--- src/rtl/eq_sweep_tester.sv ---
// -----------------------------------------------------------------------------
// eq_sweep_tester
//
// Stimulus-and-check engine for an equality comparator.
//
// It drives every (a, b) operand pair onto a_out/b_out and holds each pair for
// SETTLE clocks. It then samples the comparator's eq_in flag for one clock and
// scores it against (a_out == b_out). The sweep order is b inner and a outer,
// so the pairs run from {0,0} up to {all ones, all ones}. Each vector takes
// SETTLE+1 clocks, and a full sweep takes 2^(2*WIDTH)*(SETTLE+1) clocks from
// the start pulse to done.
//
// Optional build macro:
//   STOP_ON_FAIL_EN - when defined, the first mismatch ends the sweep. The
//                     operand buses freeze on the failing pair.
//
// Parameters:
//   WIDTH   operand width in bits
//   SETTLE  clocks (>=1) a pair is held before eq_in is sampled
//
// Ports:
//   clk          rising-edge clock
//   rst_n        asynchronous active-low reset
//   start        one-cycle pulse; honoured only in IDLE or DONE
//   a_out        operand A to the comparator
//   b_out        operand B to the comparator
//   eq_in        equal flag returned by the comparator
//   busy         high while a sweep is running
//   done         high from sweep completion until the next start
//   pass         valid with done; 1 = zero mismatches
//   err_count    number of mismatching vectors
//   match_count  number of vectors with eq_in=1 and expected=1
//   fail_a       a_out of the first mismatch
//   fail_b       b_out of the first mismatch
// -----------------------------------------------------------------------------
module eq_sweep_tester #(
  parameter int WIDTH  = 4,
  parameter int SETTLE = 1
) (
  input  logic               clk,
  input  logic               rst_n,
  input  logic               start,
  output logic [WIDTH-1:0]   a_out,
  output logic [WIDTH-1:0]   b_out,
  input  logic               eq_in,
  output logic               busy,
  output logic               done,
  output logic               pass,
  output logic [2*WIDTH:0]   err_count,
  output logic [2*WIDTH:0]   match_count,
  output logic [WIDTH-1:0]   fail_a,
  output logic [WIDTH-1:0]   fail_b
);

  localparam int CW = 2*WIDTH + 1;
  localparam int PW = 2*WIDTH;
  localparam int SW = (SETTLE > 1) ? $clog2(SETTLE) : 1;
  localparam logic [SW-1:0] SETTLE_M1 = SW'(SETTLE - 1);

  // state   | meaning
  // S_IDLE  | after reset, waiting for start
  // S_HOLD  | operand pair on the buses, settle counter running down
  // S_SAMPLE| eq_in scored against expected, pair advanced or sweep ended
  // S_DONE  | results held for readout, start re-arms a sweep
  typedef enum logic [1:0] {
    S_IDLE,
    S_HOLD,
    S_SAMPLE,
    S_DONE
  } state_t;

  state_t            state_q, state_d;
  logic [WIDTH-1:0]  a_q, a_d;
  logic [WIDTH-1:0]  b_q, b_d;
  logic [SW-1:0]     settle_q, settle_d;
  logic              busy_q, busy_d;
  logic              done_q, done_d;
  logic              pass_q, pass_d;
  logic [CW-1:0]     err_q, err_d;
  logic [CW-1:0]     match_q, match_d;
  logic [WIDTH-1:0]  fail_a_q, fail_a_d;
  logic [WIDTH-1:0]  fail_b_q, fail_b_d;

  logic              expected;
  logic              mismatch;
  logic              last_pair;
  logic              stop_now;
  logic [CW-1:0]     err_nxt;
  logic [PW-1:0]     pair_nxt;

  assign expected  = (a_q == b_q);
  assign mismatch  = (eq_in != expected);
  assign last_pair = &{a_q, b_q};
  assign err_nxt   = err_q + CW'(mismatch);
  assign pair_nxt  = {a_q, b_q} + PW'(1);

`ifdef STOP_ON_FAIL_EN
  assign stop_now = last_pair | mismatch;
`else
  assign stop_now = last_pair;
`endif

  always_comb begin
    state_d  = state_q;
    a_d      = a_q;
    b_d      = b_q;
    settle_d = settle_q;
    busy_d   = busy_q;
    done_d   = done_q;
    pass_d   = pass_q;
    err_d    = err_q;
    match_d  = match_q;
    fail_a_d = fail_a_q;
    fail_b_d = fail_b_q;

    case (state_q)
      S_IDLE, S_DONE: begin
        if (start) begin
          a_d      = '0;
          b_d      = '0;
          settle_d = SETTLE_M1;
          busy_d   = 1'b1;
          done_d   = 1'b0;
          pass_d   = 1'b0;
          err_d    = '0;
          match_d  = '0;
          fail_a_d = '0;
          fail_b_d = '0;
          state_d  = S_HOLD;
        end
      end

      S_HOLD: begin
        if (settle_q == '0) begin
          state_d = S_SAMPLE;
        end else begin
          settle_d = settle_q - SW'(1);
        end
      end

      S_SAMPLE: begin
        err_d = err_nxt;
        // Only the first mismatch is captured. err_q is still zero on that vector.
        if (mismatch && (err_q == '0)) begin
          fail_a_d = a_q;
          fail_b_d = b_q;
        end
        if (eq_in && expected) begin
          match_d = match_q + CW'(1);
        end
        if (stop_now) begin
          // pass must include this vector's result, so use err_nxt, not err_q.
          busy_d  = 1'b0;
          done_d  = 1'b1;
          pass_d  = (err_nxt == '0);
          state_d = S_DONE;
        end else begin
          {a_d, b_d} = pair_nxt;
          settle_d   = SETTLE_M1;
          state_d    = S_HOLD;
        end
      end

      default: begin
        state_d = S_IDLE;
      end
    endcase
  end

  always_ff @(posedge clk or negedge rst_n) begin
    if (!rst_n) begin
      state_q  <= S_IDLE;
      a_q      <= '0;
      b_q      <= '0;
      settle_q <= '0;
      busy_q   <= 1'b0;
      done_q   <= 1'b0;
      pass_q   <= 1'b0;
      err_q    <= '0;
      match_q  <= '0;
      fail_a_q <= '0;
      fail_b_q <= '0;
    end else begin
      state_q  <= state_d;
      a_q      <= a_d;
      b_q      <= b_d;
      settle_q <= settle_d;
      busy_q   <= busy_d;
      done_q   <= done_d;
      pass_q   <= pass_d;
      err_q    <= err_d;
      match_q  <= match_d;
      fail_a_q <= fail_a_d;
      fail_b_q <= fail_b_d;
    end
  end

  assign a_out       = a_q;
  assign b_out       = b_q;
  assign busy        = busy_q;
  assign done        = done_q;
  assign pass        = pass_q;
  assign err_count   = err_q;
  assign match_count = match_q;
  assign fail_a      = fail_a_q;
  assign fail_b      = fail_b_q;

endmodule

--- config.mk ---
export PLATFORM = sky130hd
export DESIGN_NAME = eq_sweep_tester
export DESIGN_NICKNAME = d
export VERILOG_FILES = /design/src/rtl/eq_sweep_tester.sv
export SDC_FILE = /design/constraint.sdc
export NUM_CORES = 1
export LEC_CHECK = 0
export BUFFER_PORTS_ARGS = -buffer_cell sky130_fd_sc_hd__buf_4
export CORE_ASPECT_RATIO = 0.75
export CORE_MARGIN = 4
export CORE_UTILIZATION = 50
export DETAILED_ROUTE_END_ITERATION = 8
export GPL_TIMING_DRIVEN = 0
export PLACE_DENSITY = 0.76
export SLEW_MARGIN = 20
export SYNTH_ARGS = -nofsm -noshare
export SYNTH_HDL_FRONTEND = slang
export SYNTH_SLANG_ARGS = --single-unit
--- constraint.sdc ---
create_clock -name clk -period 2.71 [get_ports clk]
set_input_delay 0.542 -clock clk [delete_from_list [all_inputs] [get_ports clk]]
set_output_delay 0.542 -clock clk [all_outputs]
set_load 0.05 [all_outputs]
==> results.ini, run 1 <==
[run_status]
status = finished clean

[synth]
synth_top_area_share_pct = 45.0
postSynthAreaPerCell_um2 = 9.08
synth_ff_type = dfrtp_1
yosys.area.top_type = dfrtp_1
ys_seq_elements = 39
yosysWarnings = 0
synthCells = 239
synth_most_common_cell = dfrtp_1
synth_common_cells = dfrtp_1, nand2_1, nor2_1
synth_area_leaders = dfrtp_1, nand2_1, nor2_1, a22o_1, ha_1
synth_simple_gate_area_share_pct = 23.1
async_reset_ff_share_pct = 100
synth.distinct_cells = 44
synth_area_um2 = 2170
synth-xor-area-share_pct = 4.84
synth_edf_count = 0
synth.mux.area_fraction_pct = 3.29
ys_seq_area_share_pct = 45.0
synth_compound_area_share_pct = 16.0
synth_nets = 250
synth_top_family_by_area = simple AND/OR/NAND/NOR gates
synth_fa_ha_area_share_pct = 4.04

[floorplanning]
coreArea_um2 = 4130
row_count = 20
die_x_um = 84.1
die_y_um = 65.0
initial_core_util_pct = 52.5
die-area_um2 = 5470
num_io_pins = 41

[placement]
dpl_cell_area_um2 = 2540
placed_cells = 333
port_buffers = 39
place_congestion = 0.821
dp_hpwl_mm = 3.82

[worst_hold_path]
hold_path_class = primary input to asynchronous set/reset pin

[sta]
slew_headroom_pct = 60.9
worstMarginPinSlew_ns = 0.584
period_share_pct = 95.3
min_period_ns = 2.58
hold_viol = 0
drv_slew = 0
rsz0062_at_grt = no
fmax_ghz = 0.387
finalSetupViolations = 0
skew_ns = 0.00918

[finish]
fin_area_um2 = 2790
diodes = 0
syn_to_final_growth_pct = 28.7
drive_above_1_share_pct = 27.2
fin_nets = 308
final_core_util_pct = 67.6
instances_no_fill = 353
fillers = 365

[drt]
via_per_inst = 5.84
ant_nets = 0
drcViolationCount = 0
wirelength_mm = 5.58
dr.pass1.iters = 4
post_drt_wl_per_cell_um = 15.8
drt_iter0_drc = 190
vias = 2061

[critical_path]
critical_path_class = register to register
crit_path_max_fanout = 9
cp.arrival_ns = 2.80
cp.required_ns = 2.93
cp-start-kind = register
end_kind = register

[clocking]
cts.htree.levels = 2
worstSkewPairLatency_ns = 0.30
numClockSinks = 39
clockBufferDepth = 2
cts_tree = yes
root_buffer = clkbuf_8
cts.clk_slew.worst_paths_ns = 0.08
cts_buffers = 5

[global_route]
antenna_found_initial = 0
overflow = 0
grt_pass1_vias = 1875
grt_max_degree = 40
grt_util_all_layers_pct = 20.6
grt_pass1_wl_mm = 9.11

[flow_run]
drv_cap = 0

[pwr]
power_density_nw_per_um2 = 787
ir_drop_mv = 0.607
power_leakage_nw = 1.29

==> critical path, cell delays in order (launching register included) <==
cell and delay (ns):
dfrtp_2 0.48, xor2_1 0.19, nor4_2 0.30, ha_2 0.34
ha_4 0.18, ha_4 0.17, buf_4 0.13, xnor2_1 0.16
nand2_1 0.09, o31ai_1 0.22, nand4_1 0.14, o21ai_1 0.11
==> timing repair <==
| action | 4_1_cts | 5_1_grt |
|---|---|---|
| pin swaps | 0 | 7 |
| resized for setup | 3 | 10 |
| gates cloned | 0 | 0 |
| endpoints found under the setup margin | 4 | 6 |
| hold buffers | 0 | 0 |
| buffers inserted | 0 | 13 |
==> final cells by class <==
class	instances	area [um^2]	share of cell area [%]
Buffer	13	55.1	1.97
Sequential cell	39	982	35.2
Clock buffer	7	96.3	3.45
Timing Repair Buffer	52	390	14.0
Tap cell	55	68.8	2.47
Multi-Input combinational cell	180	1170	41.9
Inverter	6	22.5	0.807
Clock inverter	1	7.51	0.269
==> cell usage in the layout, fill, tap and decap left out, types with 2 or more instances in the layout <==
cell,instances
a22o_1,10
nor3_2,2
xor2_1,9
and3_1,3
a32o_1,2
and3_4,2
xnor2_1,3
clkbuf_1,9
inv_1,6
nand3_1,11
a31oi_1,4
dfrtp_2,5
dfrtp_1,34
buf_4,53
nand4_1,9
clkbuf_8,7
ha_1,4
ha_4,2
o221ai_1,2
nor3_1,4
nand2_1,28
a21oi_1,11
o21ai_0,16
buf_2,2
nor2_1,26
or3_1,3
mux2i_1,6
==> metrics by stage <==
stage          hold slack (ns)  power, mW  worst slack (ns)  TNS [ns]
2_1_floorplan            0.246       1.37            0.0124         0
3_3_place_gp             0.492       1.62            -0.103    -0.106
3_5_place_dp             0.493       1.64           -0.0867    -0.177
4_1_cts                  0.230       2.09          -0.00260  -0.00260
5_1_grt                  0.240       2.34            0.0201         0
6_report                 0.199       2.20             0.127         0
==> path summary, 6_finish.rpt <==
kind / depth (start not counted) / to / slack [ns] / startpoint
setup reg to reg: 11 / pass / 0.13 / b_out[2]
hold reg to reg: 1 / fail_a[2] / 0.51 / fail_a[2]
hold / removal: 1 / match_count[3] / 0.20 / rst_n
setup / recovery: 11 / pass / 0.13 / b_out[2]
max in group asynchronous: 1 / b_out[2] / 2.12 / rst_n
min in group clk: 1 / fail_a[2] / 0.51 / fail_a[2]
==> layer usage <==
layer	global-route usage, %	vias to the layer above	wire length (um)
met2	32.7	55	2570
met3	3.94	10	270
met5	0	-	0
li1	-	982	-
met4	4.82	0	51
met1	29.2	1014	2690
==> sequential cells by signal (all words and copies together), names as in the netlist <==
signal	flops
match_count	9
pass	1
a_out	4
fail_a	4
state_q	2
b_out	4
done	1
busy	1
err_count	9
fail_b	4
==> power breakdown <==
part | switching, mW | leakage (nW) | internal (mW)
Sequential | 0.0762 | 0.525 | 0.639
Clock | 0.215 | 0.0505 | 0.232
Combinational | 0.666 | 0.712 | 0.369
Total | 0.957 | 1.29 | 1.24
==> cell families after synthesis <==
group                      Yosys count
DFF                                 39
and+or+nand+nor                    101
xor gates and xnor gates            12
AOI/OAI and AO/OA                   53
buffers and inverters               20
muxes                                7
adders and majority gates            7
Power figures use the tool's default switching activity.
==> inputs of run 2 (changes only) <==
--- a/config.mk
+++ b/config.mk
@@ -11,7 +11,8 @@
 export CORE_UTILIZATION = 50
 export DETAILED_ROUTE_END_ITERATION = 8
 export GPL_TIMING_DRIVEN = 0
-export PLACE_DENSITY = 0.76
+export MAX_ROUTING_LAYER = met4
+export PLACE_DENSITY_LB_ADDON = 0.15
 export SLEW_MARGIN = 20
 export SYNTH_ARGS = -nofsm -noshare
 export SYNTH_HDL_FRONTEND = slang
==> run 2 against run 1 <==
Against the previous run: global-route usage about the same; critical endpoint is now match_count[6]; sequential share of layout area up 0.27 points; hold slack better by 0.0062 ns; first-iteration DRC count down 32%; sequential cell count unchanged; clock-buffer cell count down 1; combinational power about the same; setup slack better by 0.024 ns; die area unchanged; largest power group unchanged; design area down 0.90%; register-to-register slack better by 0.02 ns.
==> results.ini, run 2 (synthesis gave the netlist of run 1 again) <==
[drt]
drt_iter0_drc = 129  ; -32%
via_per_inst = 5.82  ; -0.39%
ant_nets = 0  ; unchanged
wirelength_mm = 5.36  ; -3.9%
post_drt_wl_per_cell_um = 15.5  ; -2.3%
drcViolationCount = 0  ; unchanged
vias = 2018  ; -2.1%
dr.pass1.iters = 4  ; unchanged

[critical_path]
cp.required_ns = 2.93  ; about the same
crit_path_cell_trace = xor2_1 -> nor4_2 -> ha_2 -> and2b_1 -> or4b_4 -> or3_1 -> a21oi_1
cpPeakStageDelay_ns = 0.55  ; +0.07 ns
crit_path_max_fanout = 9  ; unchanged
critical_path_class = register to register
end_kind = register
cp_top_family = simple AND/OR/NAND/NOR gates
cp-start-kind = register
cp_slowest_cell = or4b_4
timing.critical_path.buf_inv = 0  ; -1
cp.arrival_ns = 2.78  ; -0.02 ns

[clocking]
numClockSinks = 39  ; unchanged
cts.clk_slew.worst_paths_ns = 0.08  ; about the same
clockBufferDepth = 2  ; unchanged
worstSkewPairLatency_ns = 0.29  ; about the same
root_buffer = clkbuf_8
cts.htree.levels = 2  ; unchanged
cts_tree = yes
cts_buffers = 5  ; unchanged

[finish]
layout_common_cells = buf_4, dfrtp_1, nand2_1
syn_to_final_growth_pct = 27.5
drive_above_1_share_pct = 26.0  ; -1.2 points
layout_commonest_cell = buf_4
diodes = 0  ; unchanged
fin_nets = 302  ; -1.9%
final_core_util_pct = 67.0  ; -0.61 points

[sta]
hold_viol = 0  ; unchanged
skew_ns = 0.00537  ; -0.00381 ns
drv_slew = 0  ; unchanged
min_period_ns = 2.56  ; -0.0239 ns
finalSetupViolations = 0  ; unchanged
final.setup.tns_ns = 0  ; unchanged
worstMarginPinSlew_ns = 0.657  ; +0.0730 ns
setup_ws_ns = 0.151  ; +0.0239 ns
fmax_ghz = 0.391  ; +0.93%
slew_headroom_pct = 56.1  ; -4.9 points
holdWs_ns = 0.206  ; +0.00622 ns
rsz0062_at_grt = no
period_share_pct = 94.4  ; -0.88 points

[floorplanning]
initial_core_util_pct = 52.5  ; unchanged
die_y_um = 65.0  ; unchanged
die_x_um = 84.1  ; unchanged
row_count = 20  ; unchanged
num_io_pins = 41  ; unchanged
die-area_um2 = 5470  ; unchanged
coreArea_um2 = 4130  ; unchanged

[pwr]
ir_drop_mv = 0.591  ; -2.7%
power_leakage_nw = 1.27  ; -1.3%
power_density_nw_per_um2 = 811  ; +3.0%

[global_route]
grt_util_all_layers_pct = 20.6  ; -0.029 points
antenna_found_initial = 0  ; unchanged
grt_pass1_vias = 1821  ; -2.9%
grt_max_degree = 40  ; unchanged
grt_pass1_wl_mm = 8.78  ; -3.6%
overflow = 0  ; unchanged

[placement]
pre_cts_ws_ns = -0.0920  ; -0.00530 ns
dp_hpwl_mm = 3.70  ; -3.1%
port_buffers = 39  ; unchanged
place_congestion = 0.859  ; +4.6%

[worst_hold_path]
hold_path_class = primary input to asynchronous set/reset pin

[run_status]
status = finished clean

[flow_run]
drv_cap = 0  ; unchanged

==> run 2: final timing paths <==
kind	cells past startpoint	start	slack (ns)	end
setup / recovery	7	b_out[2]	0.15	match_count[6]
hold / removal	1	rst_n	0.21	err_count[5]
setup reg to reg	7	b_out[2]	0.15	match_count[6]
hold reg to reg	1	fail_b[3]	0.52	fail_b[3]
max in group asynchronous	1	rst_n	2.15	b_out[2]
min in group clk	1	fail_b[3]	0.52	fail_b[3]
==> run 2: cell type report <==
cell class                 instances  area (um^2)
clock inverter                     2         35.0
buffer                            13         55.1
timing repair buffer              46          345
fill                             361         1360
clock buffer                       6         82.6
tap                               55         68.8
multi-input combinational        180         1180
sequential                        39          981
inverter                           6         22.5
==> run 2: per-stage QoR <==
step / instances / cell area [um^2] / power, mW
2_1_floorplan: 239 / 2180 / 1.37
6_report: 347 / 2770 / 2.24
3_5_place_dp: 333 / 2540 / 1.64
4_1_cts: 341 / 2670 / 2.15
5_1_grt: 347 / 2770 / 2.39
3_3_place_gp: 333 / 2540 / 1.62
==> run 2: timing repair <==
action | CTS | global route
setup endpoints to repair | 2 | 8
resized for setup | 2 | 12
hold buffers | 0 | 0
pin swaps | 0 | 4
setup buffers | 0 | 7
==> run 2: where the power goes <==
part           internal (mW)  total, mW  switching (mW)
Sequential             0.639      0.720          0.0817
Clock                  0.298      0.511           0.213
Combinational          0.353       1.01           0.658
==> run 2: routing by layer <==
metal | GRT usage (%) | vias to the layer above | wire [um]
met4 | 5.42 | 0 | 55
met3 | 4.32 | 7 | 284
met2 | 29.6 | 52 | 2380
met5 | - | - | 0
li1 | - | 973 | -
met1 | 29.5 | 986 | 2650
==> inputs of run 3 (changes only) <==
--- a/config.mk
+++ b/config.mk
@@ -6,7 +6,6 @@
 export NUM_CORES = 1
 export LEC_CHECK = 0
 export BUFFER_PORTS_ARGS = -buffer_cell sky130_fd_sc_hd__buf_4
-export CORE_ASPECT_RATIO = 0.75
 export CORE_MARGIN = 4
 export CORE_UTILIZATION = 50
 export DETAILED_ROUTE_END_ITERATION = 8
==> run 3 against run 2 <==
Against the previous run: sequential power is essentially flat; register-to-register slack lost 0.11 ns; via count fell by 1.5%; clock skew increased by 0.0014 ns; design area grew 0.59%; first-iteration DRC count up 17%; die area is 0.20% lower; non-clock buffer count rose by 3.
==> results.ini, run 3 (synthesis gave the netlist of run 1 again) <==
[run_status]
status = finished clean

[sta]
drv_slew = 0  ; unchanged
skew_ns = 0.00679  ; +0.00142 ns
period_share_pct = 98.5  ; +4.1 points
rsz0062_at_grt = yes
worstMarginPinSlew_ns = 0.601  ; -0.0555 ns
slew_headroom_pct = 59.9  ; +3.9 points
finalSetupViolations = 0  ; unchanged
min_period_ns = 2.67  ; +0.110 ns
fmax_ghz = 0.375  ; -4.1%
hold_viol = 0  ; unchanged

[clocking]
numClockSinks = 39  ; unchanged
root_buffer = clkbuf_8
cts_hold_buf = 0  ; unchanged
clockBufferDepth = 2  ; unchanged
cts_buffers = 5  ; unchanged
cts.htree.levels = 2  ; unchanged
worstSkewPairLatency_ns = 0.29  ; about the same
cts_tree = yes
cts.clk_slew.worst_paths_ns = 0.07  ; about the same

[placement]
place_congestion = 0.899  ; +4.6%
dpl_cell_area_um2 = 2540  ; -0.25%
dp_hpwl_mm = 3.74  ; +1.0%
port_buffers = 39  ; unchanged

[floorplanning]
die_y_um = 73.9  ; +14%
initial_core_util_pct = 53.1  ; +0.55 points
die_x_um = 73.9  ; -12%
num_io_pins = 41  ; unchanged
row_count = 23  ; +15%
die-area_um2 = 5460  ; -0.20%
coreArea_um2 = 4090  ; -1.0%

[finish]
regArea_um2 = 982  ; +0.13%
diodes = 0  ; unchanged
syn_to_final_growth_pct = 28.3
fin_nets = 305  ; +0.99%
layout_common_cells = buf_4, dfrtp_1, nand2_1
layout_commonest_cell = buf_4
drive_above_1_share_pct = 26.8  ; +0.75 points
multi_input_area_um2 = 1170  ; -0.11%
fillers = 355  ; -1.7%
fin_area_um2 = 2780  ; +0.59%

[global_route]
antenna_found_initial = 0  ; unchanged
grt_pass1_wl_mm = 8.76  ; -0.15%
overflow = 0  ; unchanged
grt_pass1_vias = 1767  ; -3.0%
grt_util_all_layers_pct = 21.5  ; +0.96 points
grt_max_degree = 40  ; unchanged

[drt]
dr.pass1.iters = 4  ; unchanged
wirelength_mm = 5.38  ; +0.39%
ant_nets = 0  ; unchanged
via_per_inst = 5.76  ; -0.97%
post_drt_wl_per_cell_um = 15.6  ; +0.97%
vias = 1987  ; -1.5%
drt_iter0_drc = 151  ; +17%
drcViolationCount = 0  ; unchanged

[critical_path]
cp-start-kind = register
critical_path_class = register to register
end_kind = register
cp.required_ns = 2.92  ; about the same
cp.arrival_ns = 2.88  ; +0.10 ns
crit_path_max_fanout = 5  ; -4

[flow_run]
drv_cap = 0  ; unchanged

[pwr]
ir_drop_mv = 0.490  ; -17%
p_total_mw = 2.24  ; about the same
power_density_nw_per_um2 = 806  ; -0.58%
power_leakage_nw = 1.29  ; +1.4%

[worst_hold_path]
hold_path_class = primary input to asynchronous set/reset pin

==> run 3: cell count changes in the layout (fill, tap and decap cells not counted), moves of 2 or more <==
cell    before  now
and3_1       3    5
and3_4       2    0
buf_4       47   50
xor2_1       9    7
xor2_2       0    2
==> run 3: final cells by class <==
type / count / share of cell area (%)
repair buffers: 49 / 13.2
clock buffers: 6 / 2.97
flip-flops and latches: 39 / 35.3
well taps: 50 / 2.25
clock inverters: 2 / 1.26
inverters: 6 / 0.809
plain buffers: 13 / 1.98
multi-input cells: 180 / 42.2
==> run 3: report_power, final <==
group | switching [mW] | internal [mW]
Sequential | 0.0819 | 0.639
Combinational | 0.670 | 0.356
Clock | 0.198 | 0.298
Total | 0.950 | 1.29
==> run 3: worst paths after layout <==
kind | slack, ns | depth (start not counted) | endpoint | start
max in group asynchronous | 2.12 | 1 | b_out[2] | rst_n
min reg2reg | 0.51 | 1 | fail_b[0] | fail_b[0]
max reg2reg | 0.04 | 10 | pass | a_out[1]
min | 0.22 | 1 | match_count[7] | rst_n
max | 0.04 | 10 | pass | a_out[1]
min in group clk | 0.51 | 1 | fail_b[0] | fail_b[0]
==> run 3: routing by layer <==
layer	share of wire [%]	vias up	routed length, um	GRT usage, %
li1	-	973	-	-
met1	44	943	2390	28.3
met2	48	65	2600	35.0
met3	6.6	6	355	3.69
met4	0.74	0	40	4.23
met5	0	-	0	-
==> run 3: what timing repair did <==
item                                    CTS  global route
resized for setup                         4            11
hold endpoints to repair                  0             0
pin swaps                                 4             5
setup buffers                             0            10
endpoints found under the setup margin    1            16
==> run 3: worst max-delay path, stage by stage (launching register included) <==
cell and delay [ns]:
dfrtp_2 0.45, xor2_2 0.18, nor4_2 0.29, ha_2 0.35
ha_4 0.18, ha_4 0.17, and2_4 0.17, xor2_2 0.14
o41ai_2 0.40, nand4_1 0.16, o21ai_1 0.11
==> run 3: stage by stage <==
step / setup WS [ns] / TNS, ns / hold WS [ns] / instances / util, %
global placement: -0.0965 / -0.0965 / 0.490 / 328 / 62.1
floorplan: 0.0124 / 0 / 0.246 / 239 / -
detailed placement: -0.120 / -0.120 / 0.493 / 328 / 62.1
finish: 0.0402 / 0 / 0.216 / 345 / 68.1
global route: -0.0124 / -0.0124 / 0.246 / 345 / 68.1
CTS: 0.00162 / 0 / 0.227 / 336 / 65.6
